## config.mk

```make
export PLATFORM = sky130hd
export DESIGN_NAME = cond_check
export DESIGN_NICKNAME = d
export VERILOG_FILES = /design/src/rtl/cu_pkg.sv /design/src/rtl/cond_check.sv
export SDC_FILE = /design/constraint.sdc
export NUM_CORES = 1
export LEC_CHECK = 0
export CAP_MARGIN = 20
export CORE_AREA = 2 2 39 41
export DETAILED_ROUTE_END_ITERATION = 6
export DIE_AREA = 0 0 41 43
export MAX_ROUTING_LAYER = met4
export PLACE_DENSITY = 0.31
export SLEW_MARGIN = 10
export SYNTH_ARGS = -nofsm -noshare
export SYNTH_HDL_FRONTEND = slang
export SYNTH_SLANG_ARGS = --single-unit
```

## constraint.sdc

```tcl
create_clock -name vclk -period 2.7
set_input_delay 0.54 -clock vclk [all_inputs]
set_output_delay 0.54 -clock vclk [all_outputs]
set_load 0.02 [all_outputs]
```

## src/rtl/cu_pkg.sv

```systemverilog
// Shared encodings for the ARM multi-cycle control unit: states, condition
// codes, ALU opcodes, ALU B constant selects and access sizes.
package cu_pkg;

  typedef enum logic [3:0] {
    S_F0    = 4'd0,
    S_F1    = 4'd1,
    S_F2    = 4'd2,
    S_D0    = 4'd3,
    S_DP    = 4'd4,
    S_MA    = 4'd5,
    S_MR    = 4'd6,
    S_MR2   = 4'd7,
    S_MW0   = 4'd8,
    S_MW1   = 4'd9,
    S_BL0   = 4'd10,
    S_BR    = 4'd11,
    S_FAULT = 4'd12
  } state_t;

  localparam logic [3:0] COND_EQ = 4'h0;
  localparam logic [3:0] COND_NE = 4'h1;
  localparam logic [3:0] COND_CS = 4'h2;
  localparam logic [3:0] COND_CC = 4'h3;
  localparam logic [3:0] COND_MI = 4'h4;
  localparam logic [3:0] COND_PL = 4'h5;
  localparam logic [3:0] COND_VS = 4'h6;
  localparam logic [3:0] COND_VC = 4'h7;
  localparam logic [3:0] COND_HI = 4'h8;
  localparam logic [3:0] COND_LS = 4'h9;
  localparam logic [3:0] COND_GE = 4'hA;
  localparam logic [3:0] COND_LT = 4'hB;
  localparam logic [3:0] COND_GT = 4'hC;
  localparam logic [3:0] COND_LE = 4'hD;
  localparam logic [3:0] COND_AL = 4'hE;
  localparam logic [3:0] COND_NV = 4'hF;

  localparam logic [3:0] ALU_SUB = 4'h2;
  localparam logic [3:0] ALU_ADD = 4'h4;
  localparam logic [3:0] ALU_TST = 4'h8;
  localparam logic [3:0] ALU_CMN = 4'hB;
  localparam logic [3:0] ALU_MOV = 4'hD;

  localparam logic [1:0] CONST_DP   = 2'd0;
  localparam logic [1:0] CONST_ZERO = 2'd1;
  localparam logic [1:0] CONST_FOUR = 2'd2;

  localparam logic [1:0] SIZE_WORD = 2'b10;
  localparam logic [1:0] SIZE_BYTE = 2'b00;

  // TST/TEQ/CMP/CMN only update flags; they never write a register.
  function automatic logic is_test_op(input logic [3:0] op);
    return (op >= ALU_TST) && (op <= ALU_CMN);
  endfunction

endpackage

```

## src/rtl/cond_check.sv

```systemverilog
// Combinational evaluation of an ARM condition field against the NZCV flags.
module cond_check
  import cu_pkg::*;
(
  input  logic [3:0] cond,
  input  logic       n,
  input  logic       z,
  input  logic       c,
  input  logic       v,
  output logic       pass
);

  always_comb begin
    pass = 1'b0;
    case (cond)
      COND_EQ: pass = z;
      COND_NE: pass = !z;
      COND_CS: pass = c;
      COND_CC: pass = !c;
      COND_MI: pass = n;
      COND_PL: pass = !n;
      COND_VS: pass = v;
      COND_VC: pass = !v;
      COND_HI: pass = c && !z;
      COND_LS: pass = !c || z;
      COND_GE: pass = (n == v);
      COND_LT: pass = (n != v);
      COND_GT: pass = !z && (n == v);
      COND_LE: pass = z || (n != v);
      COND_AL: pass = 1'b1;
      COND_NV: pass = 1'b0;
      default: pass = 1'b0;
    endcase
  end

endmodule

```

==> impl_results.md, run 1 <==
- Critical Path Start Type: input pin
- Synthesis Warnings: 0
- WL final: 478 um
- Crit path time final: 2606 ps
- Full die area: 1763 um^2
- Worst VDD drop: 35.92 uV
- Worst EP required: 2160 ps
- # rows: 14
- DRT antenna net count: 0
- Sw power: 0.02301 mW
- Buffers on Ports: 9
- Share of layout cells above drive strength 1: 0.2895
- Vias in the first global route: 213
- # IOs: 9
- Combinational share of power: 1.000
- Final period utilization: 0.9652
- Critical path class: in2out
- FILL cells: 162
- Gr usage total: 0.06660
- Number of clock buffers in the layout: 0
- Starting density of the core: 0.1121
- Worst min path class: in2out
- Nature of the critical path endpoint: primary output
- Hold Violations, Final: 0
- Power Internal: 0.03140 mW
- Worst path slowest cell: clkdlybuf4s50_1
- Nets@finish: 48
- Crit path max fanout: 2
- Placed cell areas: 314.1 um^2
- Layout area overhead: 109.7%
- Power share of the clock group: 0
- Final setup violation count: 0
- Arrival @ worst endpoint: 2070 ps
- Share of the yosys chip area belonging to registers: 0
- CP peak stage delay: 520 ps
- Syn Area/Cell: 6.746 um^2
- Total Power: 0.05441 mW
- CP Cell Sequence: clkdlybuf4s50_1 -> xor2_2 -> xor2_1 -> a2111oi_2 -> a311oi_1 -> o22ai_1 -> buf_4
- Largest net degree at the start of global routing: 8
- Sequential share of power: 0
- Pre-antenna DRT Iters: 3
- Fmax: 383.7 MHz
- Area of the multi-input gates: 152.6 um^2
- Syn Nets: 31
- Net Sw Frac: 0.4229
- WL per Instance: 8.852 um
- Worst hold path startpoint: n
- Final worst slack: 94.09 ps
- Die height: 43 um
- Max_slew headroom: 0.8096
- Non-Filler Instances: 54
- Netlist cell types: 18
- Max-Cap Viols: 0
- Cell total after placement: 54
- Post-Syn Area: 155.1 um^2
- Routed vias/inst: 4.019
- Place WS: -458.4 ps
- Fin area: 325.3 um^2
- Detail Placement HPWL: 415.9 um
- Outcome: finished, final reports clean
- Sequential cell count: 0
- Routability cong.: 0.7208
- Residual DRC count: 0
- Worst hold slack: 1818 ps
- Core area: 1384 um^2
- DR vias: 217
- Die X-Extent: 41 um
- Gate Count Post-Synth: 23
- Register area: 0 um^2
- Pwr/cell area: 167.3 nW/um^2
- Worst-Margin Slew: 285.0 ps
- Critical path startpoint: v
- Global-route wire length before repair: 862 um
- Initial antenna violation count: 0
- RSZ-0062 raised after global routing: false
- Initial DRC count: 2
- Total gr overflow: 0
- Pins Over Slew Limit: 0
- Antenna diode count: 0
- Leak Pwr: 0.1358 nW
cell families after synthesis:
family / Yosys count / share of synthesized area
mux: 1 / 0.06452
compound gates: 9 / 0.3952
buf+inv: 3 / 0.09675
simple gates: 6 / 0.2178
xor+xnor: 4 / 0.2258
worst paths after layout:
kind | endpoint | cells past startpoint
worst max-delay path | pass | 7
worst min-delay path | pass | 6
power groups by stage:
stage	registers, mW	clock network [mW]	logic [mW]
3_5_place_dp	0	0	0.0544
4_1_cts	0	0	0.0544
3_3_place_gp	0	0	0.0542
6_report	0	0	0.0544
5_1_grt	0	0	0.0598
2_1_floorplan	0	0	0.0240
routing by layer:
layer | share of wire | wire [um] | vias to the layer above | GRT usage
met2 | 0.47 | 227 | 6 | 0.1156
met4 | 0 | 0 | 0 | 0
met1 | 0.46 | 221 | 95 | 0.08571
li1 | - | - | 116 | -
met5 | 0 | 0 | - | -
met3 | 0.061 | 29 | 0 | 0.005236
layout by cell type (no fill, tap or decap), drive strengths merged:
cell type	count
o22ai	1
a2111oi	1
nor2b	1
nor3	1
nand2b	1
xor2	3
nor2	2
nor4b	1
o21ai	1
a311oi	1
xnor2	1
dlymetal6s2s	1
clkdlybuf4s50	6
a21oi	3
mux2i	1
a211oi	1
dlygate4sd2	1
buf	9
inv	1
o22a	1
cell usage after synthesis (all sizes together):
master | count | area [um^2]
xor2 | 3 | 26.28
mux2i | 1 | 10.01
xnor2 | 1 | 8.760
nor3 | 1 | 5.000
buf | 1 | 7.510
nor2 | 2 | 7.510
o21ai | 1 | 5.000
a311oi | 1 | 8.760
o22a | 1 | 8.760
nor2b | 1 | 6.260
clkbuf | 1 | 3.750
nand2b | 1 | 6.260
inv | 1 | 3.750
a2111oi | 1 | 10.01
nor4b | 1 | 8.760
a21oi | 3 | 15.01
a211oi | 1 | 7.510
o22ai | 1 | 6.260
worst max-delay path: cells and delay by family:
family / cells / cell delay (ps)
AO/OA/AOI/OAI: 3 / 570
buffers and inverters: 2 / 680
XOR/XNOR: 2 / 280
metrics by stage:
step | utilization | TNS [ps]
after global placement | 0.2269 | -420.5
after CTS | 0.2315 | 0
after global routing | 0.2351 | 0
after detailed placement | 0.2269 | -458.4
after floorplan | - | 0
final | 0.2351 | 0
layout make-up:
cell class | instances | share of cell area
Inverter | 1 | 0.01154
Multi-Input combinational cell | 20 | 0.4692
Tap cell | 16 | 0.06154
Timing Repair Buffer | 17 | 0.4577
what timing repair did:
| item | 4_1_cts | 5_1_grt |
|---|---|---|
| setup endpoints to repair | 1 | 1 |
| resized for setup | 7 | 2 |
| gates cloned | 0 | 0 |
| endpoints found under the hold margin | 0 | 0 |
| hold buffers | 0 | 0 |
| buffers inserted | 0 | 0 |
Note: power is estimated with default switching activity, not from simulation.
==> inputs of run 2 (changes only) <==
- clock period: 2.7 -> 3.4 ns (I/O delays scaled with it)
==> run 2 against run 1 <==
  * First-iteration DRC count is the same
  * Sequential share of layout area is the same
  * Via count shrank 9.7%
  * Cell count shrank 9.3%
  * Flip-flop and latch count is the same
  * Combinational power shrank 32%
  * Worst hold slack gained 480 ps
  * Total power shrank 32%
  * Critical path type unchanged
==> impl_results.md, run 2 (synthesis gave the netlist of run 1 again) <==
- Outcome: finished, final reports clean (unchanged)
- Fmax: 320.5 MHz
- Global-route wire length before repair: 731 um (was 862 um)
- WL per Instance: 8.143 um (was 8.852 um)
- Critical Path Start Type: input pin (unchanged)
- Fin area: 275.3 um^2 (was 325.3 um^2)
- Arrival @ worst endpoint: 2440 ps (was 2070 ps)
- Largest net degree at the start of global routing: 9 (was 8)
- Sequential cell count: 0 (unchanged)
- Full die area: 1763 um^2 (unchanged)
- Pre-antenna DRT Iters: 2 (was 3)
- Commonest non-fill, non-tap cell in the layout: clkdlybuf4s50_1 (was buf_4)
- Pins Over Slew Limit: 0 (unchanged)
- Worst min path class: in2out (unchanged)
- Pwr/cell area: 134.5 nW/um^2 (was 167.3 nW/um^2)
- Nets@finish: 43 (was 48)
- Family with the most delay on the worst path: buffers and inverters (unchanged)
- Routed vias/inst: 4.000 (was 4.019)
- Hold Buf Count CTS: 0 (unchanged)
- Crit path buffers/inverters: 2 (unchanged)
- # IOs: 9 (unchanged)
- Nature of the critical path endpoint: primary output (unchanged)
- Worst VDD drop: 41.44 uV (was 35.92 uV)
- Number of clock buffers in the layout: 0 (unchanged)
- Core area: 1384 um^2 (unchanged)
- Initial antenna violation count: 0 (unchanged)
- Hold Violations, Final: 0 (unchanged)
- Max-Cap Viols: 0 (unchanged)
- RSZ-0062 raised after global routing: false (unchanged)
- Crit path time final: 3120 ps
- Worst hold path startpoint: cond[3] (was n)
- Crit path max fanout: 2 (unchanged)
- Gr usage total: 0.05527 (was 0.06660)
- Most frequent cells in the layout: clkdlybuf4s50_1, xor2_1, a21oi_1, buf_4, nor2_1 (was buf_4, clkdlybuf4s50_1, a21oi_1)
- Final setup violation count: 0 (unchanged)
- Detail Placement HPWL: 346.8 um (was 415.9 um)
- # rows: 14 (unchanged)
- Most used cell, CP: xor2_1
- Register area: 0 um^2 (unchanged)
- Cts repair resizes: 1 (was 7)
- Antenna diode count: 0 (unchanged)
- Critical path class: in2out (unchanged)
- Worst path slowest cell: clkdlybuf4s50_1 (unchanged)
- DR vias: 196 (was 217)
- Non-Filler Instances: 49 (was 54)
- Worst EP required: 2720 ps (was 2160 ps)
- Hold path cells: 4 (was 6)
- Die X-Extent: 41 um (unchanged)
- Leak Pwr: 0.09970 nW (was 0.1358 nW)
- Starting density of the core: 0.1121 (unchanged)
- Total gr overflow: 0 (unchanged)
- Placed cell areas: 276.5 um^2 (was 314.1 um^2)
- Hold path endpoint: pass (unchanged)
- Layout area overhead: 77.42% (was 109.7%)
- Final period utilization: 0.9177
- WL final: 399 um (was 478 um)
- Share of layout cells above drive strength 1: 0.09091 (was 0.2895)
- CP Cell Sequence: clkdlybuf4s50_1 -> xor2_1 -> xor2_1 -> a2111oi_1 -> a311oi_1 -> o22ai_1 -> dlygate4sd2_1 (was clkdlybuf4s50_1 -> xor2_2 -> xor2_1 -> a2111oi_2 -> a311oi_1 -> o22ai_1 -> buf_4)
- DRT antenna net count: 0 (unchanged)
- Post-CTS setup buffers: 0 (unchanged)
- Buffers on Ports: 9 (unchanged)
- Cell total after placement: 49 (was 54)
- Residual DRC count: 0 (unchanged)
- Worst-Margin Slew: 329.7 ps (was 285.0 ps)
- Initial DRC count: 2 (unchanged)
- CP peak stage delay: 490 ps (was 520 ps)
- Die height: 43 um (unchanged)
- Vias in the first global route: 188 (was 213)
- Routability cong.: 0.6992 (was 0.7208)
- Max_slew headroom: 0.7797 (was 0.8096)
==> run 2: cell types whose count changed in the layout (fill, tap and decap cells not counted), sizes merged <==
cell,change
dlymetal6s2s,-1
buf,-6
clkdlybuf4s50,+2
==> run 2: area by class of cell <==
| class | instances | area, um^2 |
|---|---|---|
| Timing Repair Buffer | 12 | 111.4 |
| Fill cell | 172 | 1109 |
| Tap cell | 16 | 20.02 |
| Multi-Input combinational cell | 20 | 140.1 |
| Inverter | 1 | 3.754 |
==> run 2: per-layer routing <==
metal / vias up / GRT usage / wire, um
met3: 0 / 0 / 28
met1: 84 / 0.08544 / 205
met5: - / - / 0
li1: 106 / - / -
met2: 6 / 0.08438 / 165
met4: 0 / 0 / 0
==> run 2: worst max-delay path by stage <==
stage | start | cells past startpoint | to | slack [ps]
after floorplan | n | 5 | pass | 930
after global placement | v | 7 | pass | 20
after detailed placement | v | 7 | pass | -20
after CTS | v | 7 | pass | 260
after global routing | v | 7 | pass | 4
final | v | 7 | pass | 280
==> run 2: where the power goes <==
part	leakage [nW]	switching, mW	internal, mW
Clock	0	0	0
Combinational	0.0997	0.0162	0.0208
Sequential	0	0	0
Total	0.0997	0.0162	0.0208
==> run 2: tightest hold or removal path: stages <==
cell             delay [ps]
clkdlybuf4s50_1         440
inv_1                   100
o22ai_1                  80
dlygate4sd2_1           310
==> run 2: per-stage QoR <==
| step | setup WS, ps | power (mW) | util | setup TNS, ps | hold WS (ps) |
|---|---|---|---|---|---|
| 2_1_floorplan | 926.7 | 0.01902 | - | 0 | 1599 |
| 3_3_place_gp | 22.01 | 0.03872 | 0.1998 | 0 | 2522 |
| 4_1_cts | 262.7 | 0.03748 | 0.1989 | 0 | 2315 |
| 5_1_grt | 3.529 | 0.04127 | 0.1989 | 0 | 2373 |
| 6_report | 279.8 | 0.03703 | 0.1989 | 0 | 2302 |
| 3_5_place_dp | -22.61 | 0.03861 | 0.1998 | -22.61 | 2533 |
